## src/rtl/demod_decimator_if.sv

```systemverilog
// Streaming port bundle for the decimator: sample input side and
// valid/ready result side.
interface demod_decimator_if #(
  parameter int DATA_W = 24
);
  logic              in_valid;
  logic [DATA_W-1:0] in_data;
  logic              out_valid;
  logic              out_ready;
  logic [DATA_W-1:0] out_data;

  // Decimator side: consumes samples, produces results.
  modport slave (
    input  in_valid,
    input  in_data,
    input  out_ready,
    output out_valid,
    output out_data
  );

  // Environment side: drives samples, accepts results.
  modport master (
    output in_valid,
    output in_data,
    output out_ready,
    input  out_valid,
    input  out_data
  );
endinterface

```

## src/rtl/demod_decimator.sv

```systemverilog
// Integrate-and-dump decimator: averages each block of 2^LOG2_DECIM signed
// samples with round-half-up and queues the results in a small FIFO.
// A result that finds the FIFO full (with no simultaneous pop) is dropped
// and recorded in a sticky overflow flag.
module demod_decimator #(
  parameter int DATA_W     = 24,
  parameter int LOG2_DECIM = 4,
  parameter int FIFO_DEPTH = 4
) (
  input  logic                clk,
  input  logic                reset_n,
  demod_decimator_if.slave    bus,
  input  logic                sync_clear,
  input  logic                clear_overflow,
  output logic                overflow
);

  localparam int ACC_W = DATA_W + LOG2_DECIM;
  localparam int PTR_W = (FIFO_DEPTH > 1) ? $clog2(FIFO_DEPTH) : 1;
  localparam int CNT_W = $clog2(FIFO_DEPTH + 1);

  localparam logic [LOG2_DECIM-1:0] SMP_ONE = LOG2_DECIM'(1);
  localparam logic [PTR_W-1:0]      PTR_ONE = PTR_W'(1);
  localparam logic [CNT_W-1:0]      CNT_ONE = CNT_W'(1);
  localparam logic [CNT_W-1:0]      CNT_FULL = CNT_W'(FIFO_DEPTH);
  localparam logic signed [ACC_W:0] HALF = (ACC_W + 1)'(1) <<< (LOG2_DECIM - 1);

  logic signed [ACC_W-1:0]  acc;
  logic signed [ACC_W-1:0]  sum;
  logic signed [ACC_W:0]    rounded;
  logic signed [ACC_W:0]    shifted;
  logic [LOG2_DECIM-1:0]    cnt;
  logic [DATA_W-1:0]        result;
  logic                     dump;

  logic [DATA_W-1:0]        mem [FIFO_DEPTH];
  logic [PTR_W-1:0]         wr_ptr;
  logic [PTR_W-1:0]         rd_ptr;
  logic [PTR_W-1:0]         rd_ptr_next;
  logic [CNT_W-1:0]         count;
  logic [CNT_W-1:0]         count_next;
  logic [DATA_W-1:0]        head_next;
  logic                     pop;
  logic                     push_ok;
  logic                     drop;

  // Block sum including the current sample, then round-half-up and scale.
  always_comb begin
    sum     = acc + {{LOG2_DECIM{bus.in_data[DATA_W-1]}}, bus.in_data};
    rounded = {sum[ACC_W-1], sum} + HALF;
    shifted = rounded >>> LOG2_DECIM;
    result  = shifted[DATA_W-1:0];
  end

  assign dump    = bus.in_valid && (cnt == '1) && !sync_clear;
  assign pop     = bus.out_valid && bus.out_ready && !sync_clear;
  assign push_ok = dump && ((count != CNT_FULL) || pop);
  assign drop    = dump && (count == CNT_FULL) && !pop;

  // Integrate accepted samples; dump clears the block.
  always_ff @(posedge clk or negedge reset_n) begin
    // NOTE: non-blocking assignments in clocked blocks so every register
    // samples the pre-edge values regardless of statement order.
    if (!reset_n) begin
      acc <= '0;
      cnt <= '0;
    end else if (sync_clear) begin
      acc <= '0;
      cnt <= '0;
    end else if (bus.in_valid) begin
      if (cnt == '1) begin
        acc <= '0;
        cnt <= '0;
      end else begin
        acc <= sum;
        cnt <= cnt + SMP_ONE;
      end
    end
  end

  // Next read pointer, occupancy and the value that will sit at the head.
  always_comb begin
    // NOTE: every combinational output gets a default first so no path
    // leaves it unassigned, which would infer a latch.
    rd_ptr_next = rd_ptr;
    count_next  = count;
    if (pop) rd_ptr_next = rd_ptr + PTR_ONE;
    unique case ({push_ok, pop})
      2'b10:   count_next = count + CNT_ONE;
      2'b01:   count_next = count - CNT_ONE;
      default: count_next = count;
    endcase
    head_next = (push_ok && (wr_ptr == rd_ptr_next)) ? result : mem[rd_ptr_next];
  end

  // Result storage.
  always_ff @(posedge clk) begin
    // NOTE: the storage array has no reset; occupancy decides which entries
    // are meaningful, and out_data has its own reset register.
    if (push_ok) mem[wr_ptr] <= result;
  end

  // FIFO pointers, occupancy and registered head.
  always_ff @(posedge clk or negedge reset_n) begin
    if (!reset_n) begin
      wr_ptr       <= '0;
      rd_ptr       <= '0;
      count        <= '0;
      bus.out_data <= '0;
    end else if (sync_clear) begin
      wr_ptr <= '0;
      rd_ptr <= '0;
      count  <= '0;
    end else begin
      if (push_ok) wr_ptr <= wr_ptr + PTR_ONE;
      rd_ptr <= rd_ptr_next;
      count  <= count_next;
      if (count_next != '0) bus.out_data <= head_next;
    end
  end

  assign bus.out_valid = (count != '0);

  // Sticky drop flag; a drop in the same cycle as a clear keeps it set.
  always_ff @(posedge clk or negedge reset_n) begin
    if (!reset_n)            overflow <= 1'b0;
    else if (drop)           overflow <= 1'b1;
    else if (clear_overflow) overflow <= 1'b0;
  end

endmodule
```

## src/flat_wrapper.sv

```systemverilog
// flat-port wrapper written by rule: the top's interface ports become plain ports
module demod_decimator_flat 
#(
  parameter int DATA_W     = 24,
  parameter int LOG2_DECIM = 4,
  parameter int FIFO_DEPTH = 4
)
  (clk, reset_n, sync_clear, clear_overflow, overflow, bus_in_valid, bus_in_data, bus_out_ready, bus_out_valid, bus_out_data);
  demod_decimator_if #(.DATA_W(DATA_W)) bus_i ();
  input  logic clk;
  input  logic reset_n;
  input  logic sync_clear;
  input  logic clear_overflow;
  output logic overflow;
  input wire logic [$bits(bus_i.in_valid)-1:0] bus_in_valid;
  input wire logic [$bits(bus_i.in_data)-1:0] bus_in_data;
  input wire logic [$bits(bus_i.out_ready)-1:0] bus_out_ready;
  output wire logic [$bits(bus_i.out_valid)-1:0] bus_out_valid;
  output wire logic [$bits(bus_i.out_data)-1:0] bus_out_data;
  assign bus_i.in_valid = bus_in_valid;
  assign bus_i.in_data = bus_in_data;
  assign bus_i.out_ready = bus_out_ready;
  assign bus_out_valid = bus_i.out_valid;
  assign bus_out_data = bus_i.out_data;
  demod_decimator #(.DATA_W(DATA_W), .LOG2_DECIM(LOG2_DECIM), .FIFO_DEPTH(FIFO_DEPTH)) u_core (.clk(clk), .reset_n(reset_n), .bus(bus_i), .sync_clear(sync_clear), .clear_overflow(clear_overflow), .overflow(overflow));
endmodule
```

## config.mk

```make
export PLATFORM = sky130hd
export DESIGN_NAME = demod_decimator_flat
export DESIGN_NICKNAME = d
export VERILOG_FILES = /design/src/rtl/demod_decimator_if.sv /design/src/rtl/demod_decimator.sv /design/src/flat_wrapper.sv
export SDC_FILE = /design/constraint.sdc
export NUM_CORES = 1
export LEC_CHECK = 0
export ABC_AREA = 1
export CAP_MARGIN = 40
export CELL_PAD_IN_SITES_DETAIL_PLACEMENT = 1
export CELL_PAD_IN_SITES_GLOBAL_PLACEMENT = 1
export CORE_MARGIN = 8
export CORE_UTILIZATION = 41
export CTS_CLUSTER_SIZE = 25
export DETAILED_ROUTE_END_ITERATION = 10
export GPL_ROUTABILITY_DRIVEN = 0
export PLACE_DENSITY_LB_ADDON = 0.1
export SLEW_MARGIN = 25
export SYNTH_ARGS = -nofsm -noshare
export SYNTH_HDL_FRONTEND = slang
export SYNTH_SLANG_ARGS = --single-unit
```

## constraint.sdc

```tcl
create_clock -name clk -period 2.6 [get_ports clk]
set_clock_uncertainty 0.15 [all_clocks]
set_input_delay 0.52 -clock clk [delete_from_list [all_inputs] [get_ports clk]]
set_output_delay 0.52 -clock clk [all_outputs]
set_load 0.02 [all_outputs]
```

* Word-level counts from Yosys, hierarchy flattened
Memories as Yosys holds them, arrays and structs flattened. A register that Yosys moved wholly into a read port is not among the register bits.
Cells that the tools add are included.
** Operators by class
- Add/sub/neg operators :: 7
- Eq/ne operators :: 5
- Multiplexer cells :: 16
- Bitwise operators :: 1
- Reduce and logical (&&, ||, !) cells :: 17
** Operators with widths (number)
- $mux 28 :: 3
- $add 28x28->28 :: 1
- $add 28x5->28 const B :: 1
- $mux 4 :: 3
- $mux 2 :: 4
- $logic_and 1x1->1 :: 7
- $pmux 3 s2 :: 1
- $reduce_bool 2->1 :: 3
- $reduce_bool 3->1 :: 2
- $add 2x1->2 const B :: 2
- $add 4x1->4 const B :: 1
- $eq 4x4->1 const B :: 1
- $mux 1 :: 4
- $add 3x1->3 const B :: 1
- $eq 3x3->1 const B :: 1
- $logic_not 1->1 :: 3
- $mux 3 :: 1
- $ne 3x3->1 const B :: 1
- $sub 3x1->3 const B :: 1
- $eq 2x1->1 const B :: 1
- $eq 2x2->1 const B :: 1
- $reduce_and 2->1 :: 1
- $logic_or 1x1->1 :: 1
- $not 1->1 :: 1
** Word-level totals
- Flip-flop bits (word level) :: 40
- RAM bits :: 96
- Bits of input ports :: 30
- Output and inout bits :: 26
- Word-level logic and storage cells :: 53
- Memories kept :: 1
** Memories
- u_core.mem :: depth 4, width 24, rd ports 1, clocked after memory_dff 1, wr ports 1, RTL line demod_decimator.sv:36 : logic [DATA_W-1:0] mem [FIFO_DEPTH];

* Logic depth before layout (Yosys ltp)
- Depth in word-level cells :: 9
- Mapped depth :: 21

* Worst setup path before layout
Ideal clock, no wire load.
- Path type :: input -> register
- From :: input bus_in_data[0]
- To :: memory u_core.mem[0][15] (data pin)
- Setup time :: 0.265 ns
- Data arrival time :: 2.507 ns
- Setup slack :: -0.322 ns
- Cell stages on the path :: 15
- Buffers on the path :: 0
- Cell sequence :: ha_1 -> inv_1 -> fa_1 -> inv_1 -> nand3_1 -> nand2_1 -> nand2_1 -> nand2_1 -> ha_1 -> nand3_2 -> nor2_2 -> nand2_2 -> nor2_4 -> xor2_1 -> inv_1
** Between the ends
- Cells in the longest elaborated chain, start to end :: 2
** RTL lines
- start, declared :: RTL line flat_wrapper.sv:16 : input wire logic [$bits(bus_i.in_data)-1:0] bus_in_data;
- $add 28x28->28 :: RTL line demod_decimator.sv:49 : sum = acc + {{LOG2_DECIM{bus.in_data[DATA_W-1]}}, bus.in_data};
- $add 28x5->28 :: RTL line demod_decimator.sv:50 : rounded = {sum[ACC_W-1], sum} + HALF;
- named net u_core.rounded[19] :: RTL line demod_decimator.sv:30 : logic signed [ACC_W:0] rounded;
- end, declared :: RTL line demod_decimator.sv:36
The timed path passes the listed nets, and every way through them passes these cells.

* Worst setup path in the final report
- From :: register u_core.acc[0]
- To :: memory u_core.mem[0][19] (data pin)
** Between the ends
- Cells in the longest elaborated chain, start to end :: 2
** RTL lines
- start, declared :: RTL line demod_decimator.sv:28 : logic signed [ACC_W-1:0] acc;
- start signal, assigned :: RTL line demod_decimator.sv:75 : acc <= sum;
- $add 28x28->28 :: RTL line demod_decimator.sv:49
- $add 28x5->28 :: RTL line demod_decimator.sv:50
- named net u_core.rounded[23] :: RTL line demod_decimator.sv:30
The timed path passes the listed nets, and every way through them passes these cells.

==> impl_results.md <==
* Status: complete, but fails checks
* Failing checks: setup timing
* Count of final setup violators at a little under 100
* Max-slew headroom at a little under three quarters
* Worst Setup End Kind: flop
* Switch Pwr at roughly 3.4 mW
* Share of cells above drive strength 1 at about a third
* Worst Max-Slew Pin Slew at 0.422 ns
* Origin of the worst min-delay path: u_core.bus.out_data[7]
* Leakage dissipation at about 6.3 nW
* HP Class: reg -> reg
* Peak supply drop at around 0.45 mV
* Die area at around 0.028 mm^2
* Clk sink count at between 150 and 200
* RSZ-0062 raised after global routing: yes
* DP Cell Count at 1685
* DRC Markers at 0
* Clock Latency Late Sink at 0.43 ns
* # fillers at between 2000 and 3000
* Routed wire per std cell at between 20 and 25 um
* Final Cycle Share at 118%
* Area of the multi-input gates at around 0.0053 mm^2
* CP startpoint: u_core.acc[0]
* Worst hold slack at approximately 0.33 ns
* Pwr dens at approximately 700 mW/mm^2
* TritonCTS clock tree: done
* I/O pin total at 56
* DR pass1 iterations at 5
* Data required, critical path at 2.63 ns
* Gate power share at between 30% and 40%
* Synth-to-layout area growth at 44.8%
* Crit path kind: reg -> reg
* Mapped Nets at between 1000 and 1500
* Synth area leader: edfxtp_1
* Pin count of the biggest net entering global routing at 65
* Die Span X at between 150 and 200 um
* Post-detail-place hpwl at 22.4 mm
* Initial antenna violation count at 0
* Critical Path AT at 3.09 ns
* Number of flops mapped to enable cells by yosys at 96
* Setup TNS at -28.91 ns
* H-tree levels at 4
* First-pass GRT wire length at about 56 mm
* Seq/Total Area, Yosys at between 40% and 50%
* Fin crit period at 3.06 ns
* Most numerous cell in the Yosys netlist: nand2_1
* Int Power at 6.17 mW
* Clock power frac at between 20% and 30%
* Clk root buf: clkbuf_16
* Synth Instances at about 1200
* Asr flop ratio synth at 40.0%
* R2r startpoint: u_core.acc[0]
* Synth top cells by count: nand2_1 (375), inv_1 (156), nor2_1 (142)
* Final nets at ~1500
* Flops & latches, synth at between 150 and 200
* Total power at roughly 9.6 mW
* Most used flip-flop cell after synthesis: edfxtp_1
* Core area at 0.0226 mm^2
* 1st-iter DRT viols at about 560
* Synthesized area per cell at 7.93 um^2
* Die height at between 150 and 200 um
* Post-synthesis cell area at between 0.009 and 0.01 mm^2
* Non-filler cells, final at about 1800
* Top area cells in the synthesized netlist: edfxtp_1 (30%), dfrtp_1 (17%), nand2_1 (15%)
* Initial Util at a little over two fifths
* MaxCap Viol Count at 0
* Top-area cell type share of the netlist area at between 30 and 40%
* Sequential Power Share at about 34%
* Largest fanout on the critical path at 7
* Final Max Slew Viols at 0
* Grt total ovfl at 0
* Pre-CTS setup slack at -0.980 ns
* Final worst slack at -0.460 ns
* Synth warnings at 0
* Routed Antenna Nets at 0
* Num CTS Buffers at 17
* Final WL at approximately 36 mm
* Clk slew on worst S/H paths at roughly 0.080 ns
* Number of library cell types mapped by synthesis at 45
* Std cell rows at between 50 and 60
* Startpoint types: flop
* DR vias at 9289
* Clock buffer depth at 2
* Vias/cell at roughly 5.3
* ANT cells at 0
* Gr usage total at between 20% and 30%
* Net Sw Frac at a little over a third
* Fmax at between 0.3 and 0.4 GHz
* Register area at around 0.0045 mm^2
* Vias in the first global route at between 10000 and 15000
* Buffers on Ports at 55
* Final Hold Viols at 0
[critical path: stages (launching register included)]
cell and delay, ns:
dfrtp_1 0.39, ha_4 0.15, inv_2 0.03, fa_2 0.34
inv_2 0.11, nand2_2 0.07, nand2_2 0.09, nand3_4 0.08
nand3b_1 0.15, nand2_2 0.12, nor2_4 0.15, nand3_4 0.10
nor2_4 0.18, nand2_4 0.10, nor2_4 0.25, nand3_1 0.15
nand2_2 0.12, inv_2 0.06
[cells in the final DEF (no fill, tap or decap), types with 16 or more instances in the layout]
master / instances
nor2_2: 32
edfxtp_1: 96
nand3_2: 20
nand2_2: 67
o21ai_0: 82
dlygate4sd2_1: 16
nand2_1: 309
inv_1: 130
ha_4: 21
clkdlybuf4s50_1: 38
nor2_1: 107
o22ai_1: 25
dfrtp_1: 64
buf_4: 187
nand3_1: 37
inv_2: 29
clkbuf_16: 17
[state kept, by name (all words and copies together) (netlist names)]
signal               cells
u_core.mem              96
u_core.acc              28
u_core.bus.out_data     24
u_core.cnt               4
u_core.count             3
u_core.rd_ptr            2
u_core.wr_ptr            2
u_core.overflow          1
[layer usage]
| layer | track usage (%) | share of wire [%] | up-vias |
|---|---|---|---|
| li1 | - | - | 4377 |
| met1 | 29.7 | 41 | 4618 |
| met2 | 46.3 | 53 | 227 |
| met3 | 2.76 | 3.4 | 67 |
| met4 | 8.46 | 2.5 | 0 |
| met5 | 0 | 0 | - |
[cell type report]
class | count | area share [%]
multi-input cells | 845 | 38.4
flip-flops and latches | 160 | 32.7
repair buffers | 266 | 17.4
inverters | 162 | 4.51
clock buffers | 17 | 3.10
well taps | 285 | 2.60
clock inverters | 15 | 1.33
[power by group through the flow]
stage | sequential [mW] | combinational, mW | clock (mW)
after floorplan | 3.45 | 1.27 | 0
after global placement | 3.26 | 2.93 | 0
after CTS | 3.24 | 3.42 | 2.67
after detailed placement | 3.27 | 3.03 | 0
after global routing | 3.27 | 3.94 | 2.79
final | 3.25 | 3.67 | 2.68
[timing repair]
action,4_1_cts,5_1_grt
hold endpoints to repair,18,0
cloned,3,0
pin swaps,65,22
buffers inserted,24,5
endpoints found under the setup margin,114,115
hold buffers,1,0
gates resized for setup,197,58
[metrics by stage]
step                      cell area [um^2]  util [%]
after floorplan                       9540         -
final                                13700      60.5
after global routing                 13700      60.5
after global placement               11800      52.0
after CTS                            13500      59.4
after detailed placement             11800      52.0
[logic make-up (layout without fill, tap and decap cells)]
logic type | count (synthesis) | after routing | synth area share (%)
simple gates | 641 | 641 | 29.1
buf+inv | 189 | 460 | 8.09
flops | 160 | 160 | 47.4
compound gates | 149 | 149 | 8.68
fa+ha+maj | 35 | 35 | 4.79
xor+xnor | 20 | 20 | 1.93
[path summary, 6_finish.rpt]
check | endpoint | slack, ns | cells past startpoint
setup / recovery | u_core.mem[0][19] | -0.46 | 17
hold / removal | u_core.bus.out_data[7] | 0.33 | 2
setup reg to reg | u_core.mem[0][19] | -0.46 | 17
hold reg to reg | u_core.bus.out_data[7] | 0.33 | 2
max in group asynchronous | u_core.bus.out_data[21] | 1.46 | 3
min in group asynchronous | u_core.acc[0] | 0.50 | 3
No activity file was read; power rests on OpenSTA's default activity.
